===== config.mk =====
export PLATFORM = sky130hd
export DESIGN_NAME = stack_exec_flat
export DESIGN_NICKNAME = d
export VERILOG_FILES = /design/src/rtl/stack_exec_if.sv /design/src/rtl/stack_exec.sv /design/src/flat_wrapper.sv
export SDC_FILE = /design/constraint.sdc
export NUM_CORES = 1
export LEC_CHECK = 0
export CAP_MARGIN = 20
export CORE_MARGIN = 5
export CORE_UTILIZATION = 45
export CTS_CLUSTER_DIAMETER = 60
export DETAILED_ROUTE_END_ITERATION = 10
export DONT_BUFFER_PORTS = 1
export SLEW_MARGIN = 5
export SYNTH_ARGS = -nofsm -noshare
export SYNTH_HDL_FRONTEND = slang
export SYNTH_SLANG_ARGS = --single-unit

===== constraint.sdc =====
create_clock -name clk -period 5.49 [get_ports clk]
set_clock_uncertainty 0.2 [all_clocks]
set_input_delay 0 -clock clk [delete_from_list [all_inputs] [get_ports clk]]
set_output_delay 0 -clock clk [all_outputs]
set_load 0.05 [all_outputs]

===== src/rtl/stack_exec_if.sv =====
// Operation-side handshake bundle for stack_exec.
// The master drives requests; the slave (stack_exec) returns completion status and result.
interface stack_exec_if #(
  parameter int WIDTH_DATA = 16
);
  logic                  op_valid;
  logic                  op_ready;
  logic [2:0]            opcode;
  logic [WIDTH_DATA-1:0] imm;
  logic                  done;
  logic                  error;
  logic                  result_valid;
  logic [WIDTH_DATA-1:0] result;

  modport master (
    output op_valid, opcode, imm,
    input  op_ready, done, error, result_valid, result
  );

  modport slave (
    input  op_valid, opcode, imm,
    output op_ready, done, error, result_valid, result
  );
endinterface


===== src/rtl/stack_exec.sv =====
// stack_exec: sequences NOP/PUSH/POP/ADD/SUB/AND/OR/DUP operations onto an
// external stack through single-cycle push/pop strobes.
// Optional feature macro: STACK_EXEC_SAT_EN (ADD/SUB saturate instead of wrapping).
// Stack strobes are decoded from the registered state and the live stack flags,
// because an overflow/underflow decision must use the flags of the strobe cycle.
module stack_exec #(
  parameter int WIDTH_DATA = 16
) (
  input  logic                  clk,
  input  logic                  reset,
  stack_exec_if.slave           op,
  output logic                  stk_push,
  output logic                  stk_pop,
  output logic [WIDTH_DATA-1:0] stk_data_in,
  input  logic [WIDTH_DATA-1:0] stk_data_out,
  input  logic                  stk_full,
  input  logic                  stk_empty
);

  localparam logic [2:0] OP_NOP  = 3'b000;
  localparam logic [2:0] OP_PUSH = 3'b001;
  localparam logic [2:0] OP_POP  = 3'b010;
  localparam logic [2:0] OP_ADD  = 3'b011;
  localparam logic [2:0] OP_SUB  = 3'b100;
  localparam logic [2:0] OP_AND  = 3'b101;
  localparam logic [2:0] OP_OR   = 3'b110;
  localparam logic [2:0] OP_DUP  = 3'b111;

  typedef enum logic [3:0] {
    S_IDLE, S_NOP, S_PUSH, S_POP1, S_POP2,
    S_BIN1, S_BIN2, S_BIN3, S_BIN4, S_BIN5, S_REST,
    S_DUP1, S_DUP2, S_DUP3, S_DUP4, S_DONE
  } state_t;

  state_t                state_q, state_d;
  logic [2:0]            opc_q, opc_d;
  logic [WIDTH_DATA-1:0] data_q, data_d;     // pushed word: imm, operand b, or f(a,b)
  logic [WIDTH_DATA-1:0] result_q, result_d;
  logic                  done_q, done_d;
  logic                  error_q, error_d;
  logic                  rv_q, rv_d;

  // a is the element below the top, b is the (first-popped) top.
  function automatic logic [WIDTH_DATA-1:0] alu_f(
    input logic [2:0]            opc,
    input logic [WIDTH_DATA-1:0] a,
    input logic [WIDTH_DATA-1:0] b
  );
`ifdef STACK_EXEC_SAT_EN
    logic [WIDTH_DATA:0] sum_s;
    sum_s = {1'b0, a} + {1'b0, b};
`endif
    case (opc)
`ifdef STACK_EXEC_SAT_EN
      OP_ADD:  alu_f = sum_s[WIDTH_DATA] ? {WIDTH_DATA{1'b1}} : sum_s[WIDTH_DATA-1:0];
      OP_SUB:  alu_f = (a < b) ? {WIDTH_DATA{1'b0}} : (a - b);
`else
      OP_ADD:  alu_f = a + b;
      OP_SUB:  alu_f = a - b;
`endif
      OP_AND:  alu_f = a & b;
      OP_OR:   alu_f = a | b;
      default: alu_f = {WIDTH_DATA{1'b0}};
    endcase
  endfunction

  // Next-state, strobe and completion decode for the operation sequencer.
  always_comb begin
    state_d  = state_q;
    opc_d    = opc_q;
    data_d   = data_q;
    result_d = result_q;
    error_d  = 1'b0;
    rv_d     = 1'b0;
    stk_push = 1'b0;
    stk_pop  = 1'b0;
    case (state_q)
      S_IDLE: begin
        if (op.op_valid) begin
          opc_d = op.opcode;
          if (op.opcode == OP_PUSH) begin
            data_d = op.imm;
          end else begin
            data_d = data_q;
          end
          case (op.opcode)
            OP_NOP:  state_d = S_NOP;
            OP_PUSH: state_d = S_PUSH;
            OP_POP:  state_d = S_POP1;
            OP_DUP:  state_d = S_DUP1;
            default: state_d = S_BIN1;
          endcase
        end else begin
          state_d = S_IDLE;
        end
      end
      S_NOP:  state_d = S_DONE;
      S_PUSH: begin
        if (stk_full) begin
          error_d = 1'b1;
        end else begin
          stk_push = 1'b1;
        end
        state_d = S_DONE;
      end
      S_POP1, S_BIN1, S_DUP1: begin
        if (stk_empty) begin
          error_d = 1'b1;
          state_d = S_DONE;
        end else begin
          stk_pop = 1'b1;
          state_d = (state_q == S_POP1) ? S_POP2 :
                    (state_q == S_BIN1) ? S_BIN2 : S_DUP2;
        end
      end
      S_POP2: begin
        result_d = stk_data_out;
        rv_d     = 1'b1;
        state_d  = S_DONE;
      end
      S_BIN2: begin
        data_d  = stk_data_out;
        state_d = S_BIN3;
      end
      S_BIN3: begin
        if (stk_empty) begin
          state_d = S_REST;
        end else begin
          stk_pop = 1'b1;
          state_d = S_BIN4;
        end
      end
      S_BIN4: begin
        data_d  = alu_f(opc_q, stk_data_out, data_q);
        state_d = S_BIN5;
      end
      S_BIN5: begin
        stk_push = 1'b1;
        state_d  = S_DONE;
      end
      S_REST: begin
        // b was popped, so a free slot is guaranteed for putting it back
        stk_push = 1'b1;
        error_d  = 1'b1;
        state_d  = S_DONE;
      end
      S_DUP2: begin
        data_d  = stk_data_out;
        state_d = S_DUP3;
      end
      S_DUP3: begin
        stk_push = 1'b1;
        state_d  = S_DUP4;
      end
      S_DUP4: begin
        if (stk_full) begin
          error_d = 1'b1;
        end else begin
          stk_push = 1'b1;
        end
        state_d = S_DONE;
      end
      S_DONE:  state_d = S_IDLE;
      default: state_d = S_IDLE;
    endcase
    done_d = (state_d == S_DONE);
  end

  // State and output registers; reset abandons any operation in flight.
  always_ff @(posedge clk or negedge reset) begin
    if (!reset) begin
      state_q  <= S_IDLE;
      opc_q    <= 3'b000;
      data_q   <= {WIDTH_DATA{1'b0}};
      result_q <= {WIDTH_DATA{1'b0}};
      done_q   <= 1'b0;
      error_q  <= 1'b0;
      rv_q     <= 1'b0;
    end else begin
      state_q  <= state_d;
      opc_q    <= opc_d;
      data_q   <= data_d;
      result_q <= result_d;
      done_q   <= done_d;
      error_q  <= error_d;
      rv_q     <= rv_d;
    end
  end

  assign op.op_ready     = (state_q == S_IDLE);
  assign op.done         = done_q;
  assign op.error        = error_q;
  assign op.result_valid = rv_q;
  assign op.result       = result_q;
  assign stk_data_in     = data_q;

endmodule


===== src/flat_wrapper.sv =====
// flat-port wrapper written by rule: the top's interface ports become plain ports
module stack_exec_flat 
#(
  parameter int WIDTH_DATA = 16
)
  (clk, reset, stk_push, stk_pop, stk_data_in, stk_data_out, stk_full, stk_empty, op_op_valid, op_opcode, op_imm, op_op_ready, op_done, op_error, op_result_valid, op_result);
  stack_exec_if #(.WIDTH_DATA(WIDTH_DATA)) op_i ();
  input  logic clk;
  input  logic reset;
  output logic stk_push;
  output logic stk_pop;
  output logic [WIDTH_DATA-1:0] stk_data_in;
  input  logic [WIDTH_DATA-1:0] stk_data_out;
  input  logic stk_full;
  input  logic stk_empty;
  input wire logic [$bits(op_i.op_valid)-1:0] op_op_valid;
  input wire logic [$bits(op_i.opcode)-1:0] op_opcode;
  input wire logic [$bits(op_i.imm)-1:0] op_imm;
  output wire logic [$bits(op_i.op_ready)-1:0] op_op_ready;
  output wire logic [$bits(op_i.done)-1:0] op_done;
  output wire logic [$bits(op_i.error)-1:0] op_error;
  output wire logic [$bits(op_i.result_valid)-1:0] op_result_valid;
  output wire logic [$bits(op_i.result)-1:0] op_result;
  assign op_i.op_valid = op_op_valid;
  assign op_i.opcode = op_opcode;
  assign op_i.imm = op_imm;
  assign op_op_ready = op_i.op_ready;
  assign op_done = op_i.done;
  assign op_error = op_i.error;
  assign op_result_valid = op_i.result_valid;
  assign op_result = op_i.result;
  stack_exec #(.WIDTH_DATA(WIDTH_DATA)) u_core (.clk(clk), .reset(reset), .op(op_i), .stk_push(stk_push), .stk_pop(stk_pop), .stk_data_in(stk_data_in), .stk_data_out(stk_data_out), .stk_full(stk_full), .stk_empty(stk_empty));
endmodule

Word level (Yosys, flattened, before mapping):

Index checks and enable logic that the tools add are counted.

* register bits: 42
* input bits: 40
* output and inout bits: 38
* logic and storage cells: 66

* add/sub/neg operators: 2
* equality and inequality tests: 25
* multiplexer cells: 19
* bitwise logic cells: 2
* reduce and logical (&&, ||, !) cells: 11

Operator list (count)
* 16-bit one-hot mux with 4 select lines: 1
* 16-bit one-hot mux with 3 select lines: 1
* 4-bit == test, second input constant: 9
* 4-bit one-hot mux with 9 select lines: 1
* 16-bit two-way mux: 2
* 16-bit adder: 1
* 16-bit AND: 1
* 4-bit by 3-bit == test with 1-bit output, second input constant: 4
* 4-bit two-way mux: 4
* 16-bit bitwise OR: 1
* 4-bit one-hot mux with 4 select lines: 1
* 16-bit subtractor: 1
* 3-bit == test, second input constant: 4
* 4-bit by 2-bit == test with 1-bit output, second input constant: 2
* 3-bit by 2-bit == test with 1-bit output, second input constant: 2
* 1-bit two-way mux: 6
* 3-bit OR reduction: 2
* 6-bit OR reduction: 1
* 4-bit by 1-bit == test with 1-bit output, second input constant: 1
* 4-bit logical NOT: 1
* 2-bit OR reduction: 2
* 4-bit OR reduction: 1
* 3-bit by 1-bit == test with 1-bit output, second input constant: 1
* 3-bit logical NOT: 1
* other kinds (8): 8

Longest topological paths before layout:

Gate-level depths: netlist of run 1.

* word-level depth: 6
* mapped depth: 14
* gate-level depth less buffers: 14

Least setup slack after synthesis of run 1:

OpenSTA, ideal clock, no wires.

* kind: register to register
* start: register u_core.data_q[2], in the netlist u_core.stk_data_in[2]
* end: register u_core.data_q[12], in the netlist u_core.stk_data_in[12]
* library setup time: 142 ps
* arrival time: 3274 ps
* required time: 5148 ps
* slack: 1874 ps
* stages on the path, launching flop included: 14
* buffers on the path: 1
* period minus slack after synthesis: 3616 ps
* path through: dfrtp_1 > buf_6 > or3_4 > or4_4 > o21ai_0 > xor2_1 > ha_1 > a21oi_1 > nand2_1 > o21ai_0 > o21ai_0 > a21oi_1 > xor2_1 > o221ai_1

* cells in the longest elaborated chain, start to end: 3
* elaborated cells on any way between the ends: 4
* classes of those cells: add/sub (2); mux (2)

RTL lines
* start: declaration: RTL line stack_exec.sv:37 `logic [WIDTH_DATA-1:0] data_q, data_d;`
* start signal: assignment: RTL line stack_exec.sv:174 `data_q <= {WIDTH_DATA{1'b0}};`
* start signal: assignment: RTL line stack_exec.sv:182 `data_q <= data_d;`
* 16-bit subtractor or 16-bit adder (tied branches): RTL line stack_exec.sv:59, stack_exec.sv:58
* 16-bit one-hot mux with 4 select lines (*): RTL line stack_exec.sv:53 `case (opc)`
* 16-bit one-hot mux with 3 select lines (*): RTL line stack_exec.sv:77 `case (state_q)`

Mark *: on every way between the ends. The rest lies on a longest branch, timed or not.
A chain may end at the register's enable or synchronous reset.

Worst setup path in the final report of run 1:

Ends and elaborated chain as after synthesis.

==> results.md, run 1 <==
* Run status: finished, violations left
* Failing checks: hold timing
* Post-route setup TNS at 0 ns
* Worst slew margin at a little under a third
* Pwr dens at 685 nW/µm²
* CP required at 5.44 ns
* FF-to-FF path depth at 12
* Clock Latency Late Sink at 0.31 ns
* Share of post-route cells with drive strength above 1 at 10.5%
* Sequential-to-total area share from yosys stat at 30.6%
* WP data arrival at about 4.0 ns
* Critical path's largest stage delay at 0.66 ns
* Slowest CP cell: dfrtp_1
* CP bufs+invs at 0
* Wire per inst at 18.8 µm
* Max clock buf depth at 2
* IO Port Bufs at 0
* Crit start category: register
* Worst slew pin tran at 1.04 ns
* Global route overflow at 0
* Synthesized area at 3430 µm²
* WP depth at 12
* WHS at -0.00928 ns
* Num CTS Buffers at 5
* Initial antenna violation count at 0
* First-pass GRT wire length at 16900 µm
* Slack of the critical path at 1.45 ns
* Hold buffers post-CTS at 43
* Cell taking the most area after synthesis: dfrtp_1
* Worst-path cell chain: or3_4, or4_4, o21ai_0, xor2_1, ha_1, a21oi_1, nand2_1, o21ai_0, o21ai_0, a21oi_1, xor2_1, o221ai_1
* Synth area leaders: dfrtp_1 (31%), o21ai_0 (7.6%), ha_1 (6.6%)
* Vias in the first global route at 3174
* Nature of the critical path endpoint: register
* Die height at a little under 100 µm
* Crit path max fanout at 8
* Endpoints failing hold at 15
* Max Cap Viol at 0
* Peak Freq at 0.248 GHz
* Syn_area_per_cell at approximately 8.5 µm²
* Worst slack, placed at 1.50 ns
* Most used cell along the critical path: o21ai_0
* Crit-path leading delay family: compound AO/OA/AOI/OAI gates
* Antenna Nets Post-Route at 0
* Number of synthesized flops with an enable pin at 0
* Number of remaining DRC errors at 0
* # resized after CTS at 0
* Clk pin slew, worst setup/hold paths at ~0.1 ns
* WL final at a little over 10000 µm
* RSZ-0062 raised after global routing: no
* Count of boundary I/O pins at 78
* Final Core Density at a little under three fifths
* Pins Over Slew Limit at 0
* Clock root buffer: clkbuf_8
* Ant. Diodes at 0
* H-tree lvl count at 2
* Peak supply drop at 0.314 mV
* NumNets Final at 495
* Post-synthesis instance total at between 400 and 500
* WS Path Type: reg -> reg
* Core box area at 7330 µm²
* Yosys warns at 0
* Hold crit path type: in -> async
* DR iter-0 viols at 170
* DPL Wire Length at 6990 µm
* Initial core utilization at ~47%
* CTS sink cnt at 42
* Total power at 0.00280 W
* Post-CTS Setup Inserts at 0
* Synth cell types at 58
* Tcrit/Tclk final at around three quarters
* Final Critical Period at 4.04 ns
* Seq cells post-synth at 42
* DRT Pass-1 Iters at 5
* Die Wd at 97.3 µm
* Final setup fails at 0
* Routed via count at ~3300
* Via density per instance at approximately 6
* Gp weighted congestion at approximately 0.9
* Largest net degree at the start of global routing at 43
* Total die area at 9470 µm²
* Pleak at 1.63 nW
* Global Route Usage Sum at a little over a fifth
* Share of the synthesized area in the top cell type at 30.6%
* Mapped Nets at 463
* Area Overhead vs Synth at 19.1%
* Most used DFF post-synth: dfrtp_1
* Fraction of registers with async set/reset at 100%
* CTS tree: yes
* Rows at 31
==> power breakdown <==
part           total, W  switching (W)  internal, W
registers       0.00113       0.000688     0.000441
logic           0.00136       0.000743     0.000619
clock network  0.000308       0.000126     0.000183
total           0.00280        0.00156      0.00124
==> Yosys cell counts (all sizes together), types with 6 or more instances <==
cell type	count
a21oi	31
a221oi	10
clkbuf	19
dfrtp	42
ha	18
inv	9
mux2	20
nand2	32
nand2b	6
nand3	15
nor2	29
nor2b	6
o21a	7
o21ai	55
xnor2	16
xor2	14
==> worst reg2reg max path: cells and delay by family, from the launching register on <==
family,cells,cell delay [ns]
AO/OA/AOI/OAI,6,1.39
flip-flops,1,0.66
AND/OR/NAND/NOR,3,1.00
adder cells (fa/ha/maj),1,0.30
XOR/XNOR,2,0.35
==> worst paths after layout <==
| check | from | end | slack (ns) |
|---|---|---|---|
| worst max register to register | u_core.stk_data_in[2] | u_core.stk_data_in[12] | 1.45 |
| worst min-delay path | reset | u_core.op.result[15] | -0.009 |
| worst max-delay path | u_core.stk_data_in[2] | u_core.stk_data_in[12] | 1.45 |
| max in group asynchronous | reset | u_core.stk_data_in[8] | 4.89 |
| worst min register to register | u_core.state_q[3] | u_core.state_q[3] | 0.64 |
| min in group clk | stk_data_out[2] | u_core.stk_data_in[2] | 0 |
==> through the flow <==
stage,hold WS (ns),instances,area [µm²]
global placement,-0.494,485,3500
finish,-0.00928,536,4090
detailed placement,-0.494,485,3500
floorplan,-0.496,404,3430
CTS,0.00305,536,4090
global route,0.0237,536,4090
==> sequential cells by signal, summed over array words and instances, names as in the netlist <==
name                    cells
u_core.stk_data_in         16
u_core.op.result           16
u_core.opc_q                3
u_core.op.result_valid      1
u_core.op.done              1
u_core.op.error             1
u_core.state_q              4
==> cell families (layout without fill, tap and decap cells) <==
logic type | count (synthesis) | in the layout | synth area share (%)
AOI/OAI and AO/OA | 145 | 145 | 26.5
xor gates and xnor gates | 30 | 30 | 7.66
adders and majority gates | 20 | 20 | 7.44
buffers and inverters | 32 | 65 | 3.83
DFF | 42 | 42 | 30.6
muxes | 23 | 23 | 7.44
and+or+nand+nor | 112 | 112 | 16.5
==> routing by layer <==
layer	track usage [%]	part of all wire, %
met2	35.2	47
met5	0	0
met1	28.4	45
met3	5.17	6.8
met4	5.86	1.1
==> cell usage in the layout, fill, tap and decap left out, types with 4 or more instances in the layout <==
cell and instances:
nand3_1 15, xnor2_1 16, a221oi_1 10, dfrtp_1 42, inv_1 9, nor2_1 29, o31ai_1 4, ha_1 18
nand2b_1 6, o221ai_1 5, o21ai_1 4, dlygate4sd3_1 42, nand2_1 32, a21oi_1 31, xor2_1 14, a21o_1 4
clkbuf_8 5, o21ai_0 50, buf_4 5, o21a_1 7, mux2_2 20, nor2b_1 6, o22ai_1 5, a22oi_1 5
==> area by class of cell <==
| class | instances | area, µm² |
|---|---|---|
| tap | 99 | 124 |
| inverter | 9 | 33.8 |
| clock buffer | 5 | 68.8 |
| clock inverter | 3 | 68.8 |
| sequential | 42 | 1050 |
| fill | 657 | 3250 |
| multi-input combinational | 330 | 2250 |
| timing repair buffer | 48 | 485 |
No activity file was read; power rests on OpenSTA's default activity.
==> run 2: changes to the inputs <==
--- a/config.mk
+++ b/config.mk
@@ -5,6 +5,7 @@
 export SDC_FILE = /design/constraint.sdc
 export NUM_CORES = 1
 export LEC_CHECK = 0
+export ABC_AREA = 1
 export CAP_MARGIN = 20
 export CORE_MARGIN = 5
 export CORE_UTILIZATION = 45
==> constraint.sdc (replaced) <==
create_clock -name clk -period 3.5 [get_ports clk]
set_clock_uncertainty 0.2 [all_clocks]
set_input_delay 0 -clock clk [delete_from_list [all_inputs] [get_ports clk]]
set_output_delay 0 -clock clk [all_outputs]
set_load 0.05 [all_outputs]
==> results.md, run 2 <==
* Run status: finished, violations left
* Failing checks: hold timing
* Initial core utilization at 46.8% (about the same)
* Count of boundary I/O pins at 78 (unchanged)
* Max Cap Viol at 0 (unchanged)
* Seq cells post-synth at 42 (unchanged)
* Share of post-route cells with drive strength above 1 at 11.1% (+0.58 points)
* Tcrit/Tclk final at 94.1% (+21 points)
* Cell with the most instances after synthesis: nand2_1
* Most used DFF post-synth: dfrtp_1
* WS Path Type: reg -> reg
* Hold crit path type: in -> out
* Reg-to-Reg End: u_core.stk_data_in[5]
* Initial antenna violation count at 0 (unchanged)
* DR iter-0 viols at 340 (+100%)
* CTS tree: yes
* Clock root buffer: clkbuf_8
* Final Critical Period at 3.29 ns (-0.742 ns)
* DPL Wire Length at 8660 µm (+24%)
* Antenna Nets Post-Route at 0 (unchanged)
* IO Port Bufs at 0 (unchanged)
* CP required at 3.48 ns (-1.96 ns)
* Post-synth top cells: nand2_1 (144), inv_1 (66), nor2_1 (50)
* Post-DP Area at 3840 µm² (+9.7%)
* Core box area at 7810 µm² (+6.5%)
* Crit path launch: u_core.state_q[3]
* Global Route Usage Sum at 24.6% (+3.1 points)
* Clock Latency Late Sink at 0.30 ns (about the same)
* Crit path max fanout at 20 (+12)
* Post-synthesis instance total at 537 (+33%)
* Via density per instance at 5.56 (-9.3%)
* Hold Startpoint: stk_full
* FF-to-FF path depth at 10 (-2)
* Mapped Nets at 596 (+29%)
* Post-route setup TNS at 0 ns (unchanged)
* Die height at 100 µm (+2.9%)
* Commonest non-fill, non-tap cell in the layout: nand2_1
* Worst slew margin at 31.3% (+1.3 points)
* Total power at 0.00514 W (+83%)
* Area Overhead vs Synth at 23.9%
* Rows at 32 (+3.2%)
* Global route overflow at 0 (unchanged)
* WHS at -0.000183 ns (+0.00910 ns)
* Synthesized area at 3650 µm² (+6.5%)
* H-tree lvl count at 2 (unchanged)
* CTS sink cnt at 42 (unchanged)
* Final setup fails at 0 (unchanged)
* Num CTS Buffers at 5 (unchanged)
* Synth cell types at 40 (-31%)
* Peak Freq at 0.304 GHz (+23%)
* Die Wd at 100 µm (+2.9%)
* Total die area at 10000 µm² (+5.8%)
* First-pass GRT wire length at 19600 µm (+16%)
* Worst slew pin tran at 1.03 ns (-0.00978 ns)
* RSZ-0062 raised after global routing: no
* Synth area leaders: dfrtp_1 (29%), nand2_1 (15%), inv_1 (6.8%)
* Syn_area_per_cell at 6.80 µm² (-20%)
* Clk pin slew, worst setup/hold paths at 0.09 ns (about the same)
* Post-route cell area at 4530 µm² (+11%)
* DRT Pass-1 Iters at 5 (unchanged)
* Largest net degree at the start of global routing at 29 (-33%)
* Endpoints failing hold at 1 (-14)
* Peak supply drop at 0.545 mV (+74%)
* Wire per inst at 17.1 µm (-9.4%)
* NumNets Final at 661 (+34%)
* Crit start category: register
* Vias in the first global route at 3713 (+17%)
* Cell taking the most area after synthesis: dfrtp_1
* Number of synthesized flops with an enable pin at 0 (unchanged)
* Gp weighted congestion at 0.965 (+7.4%)
* Share of the synthesized area in the top cell type at 28.8% (-1.9 points)
* CP endpoint: u_core.stk_data_in[5]
* Routed via count at 3919 (+19%)
* Yosys warns at 0 (unchanged)
* WP data arrival at 3.28 ns (-0.71 ns)
* Fraction of registers with async set/reset at 100% (unchanged)
* Max clock buf depth at 2 (unchanged)
* Nature of the critical path endpoint: register
* Ant. Diodes at 0 (unchanged)
* Pins Over Slew Limit at 0 (unchanged)
* Pwr dens at 1140 nW/µm² (+66%)
* Sequential-to-total area share from yosys stat at 28.8% (-1.9 points)
* WL final at 12000 µm (+19%)
* R2r startpoint: u_core.state_q[3]
* Flop-to-flop setup slack at 0.21 ns (-1.25 ns)
* Commonest non-fill, non-tap cells in the layout: nand2_1 (144), inv_1 (64), dlygate4sd3_1 (51)
* Pleak at 2.24 nW (+37%)
* Number of remaining DRC errors at 0 (unchanged)
-- run 2: worst max-delay path, cell delays in order (launching register included) --
cell	delay, ns
dfrtp_1	0.47
inv_2	0.15
nand2_1	0.10
nor2_2	0.13
buf_4	0.21
nand2_1	0.28
o21ai_4	0.38
inv_2	0.27
a21oi_1	0.28
a31oi_1	0.12
dlygate4sd3_1	0.57
-- run 2: report_power, final --
group          internal [W]  switching [W]
registers          0.000722       0.000624
logic               0.00120        0.00224
clock network      0.000159       0.000190
total               0.00208        0.00306
-- run 2: repair_timing --
action / 4_1_cts / 5_1_grt
hold buffers: 52 / 0
buffers inserted: 0 / 2
hold endpoints to repair: 84 / 0
setup endpoints to repair: 0 / 11
resized for setup: 0 / 8
-- run 2: area by class of cell --
cell class / count / area, µm²
Clock buffer: 6 / 82.6
Clock inverter: 2 / 12.5
Fill cell: 728 / 3280
Inverter: 70 / 263
Multi-Input combinational cell: 412 / 2300
Sequential cell: 42 / 1050
Tap cell: 102 / 128
Timing Repair Buffer: 71 / 688
-- run 2: how the worst min path moves through the flow --
stage | cells past startpoint | slack, ns | end
3_3_place_gp | 0 | -0.49 | u_core.op.result[1]
4_1_cts | 1 | 0.001 | stk_push
6_report | 1 | -0.0002 | stk_push
3_5_place_dp | 0 | -0.49 | u_core.op.result[1]
5_1_grt | 1 | 0.002 | stk_push
2_1_floorplan | 0 | -0.50 | u_core.op.done
-- run 2: layer usage --
metal	up-vias	wire length (µm)	GRT usage (%)
li1	1917	-	-
met1	1766	5340	35.4
met2	205	5280	38.6
met3	31	1160	4.52
met4	0	252	4.87
met5	-	0	0
-- run 2: cells by family (layout without fill, tap and decap cells) --
kind of cell	count (synthesis)	count (layout)	synth area share [%]
buffers and inverters	83	149	9.08
and+or+nand+nor	261	261	31.3
DFF	42	42	28.8
AOI/OAI and AO/OA	119	119	21.1
xor gates and xnor gates	13	13	3.12
adders and majority gates	19	19	6.71
-- run 2: through the flow --
step | hold WS, ns | setup slack [ns] | cells | utilization, %
5_1_grt | 0.00158 | 0.0196 | 705 | 58.0
3_5_place_dp | -0.494 | 0.313 | 642 | 49.2
6_report | -0.000183 | 0.206 | 705 | 58.0
3_3_place_gp | -0.494 | 0.344 | 642 | 49.2
2_1_floorplan | -0.496 | 0.365 | 537 | -
4_1_cts | 0.00141 | 0.0318 | 702 | 57.3
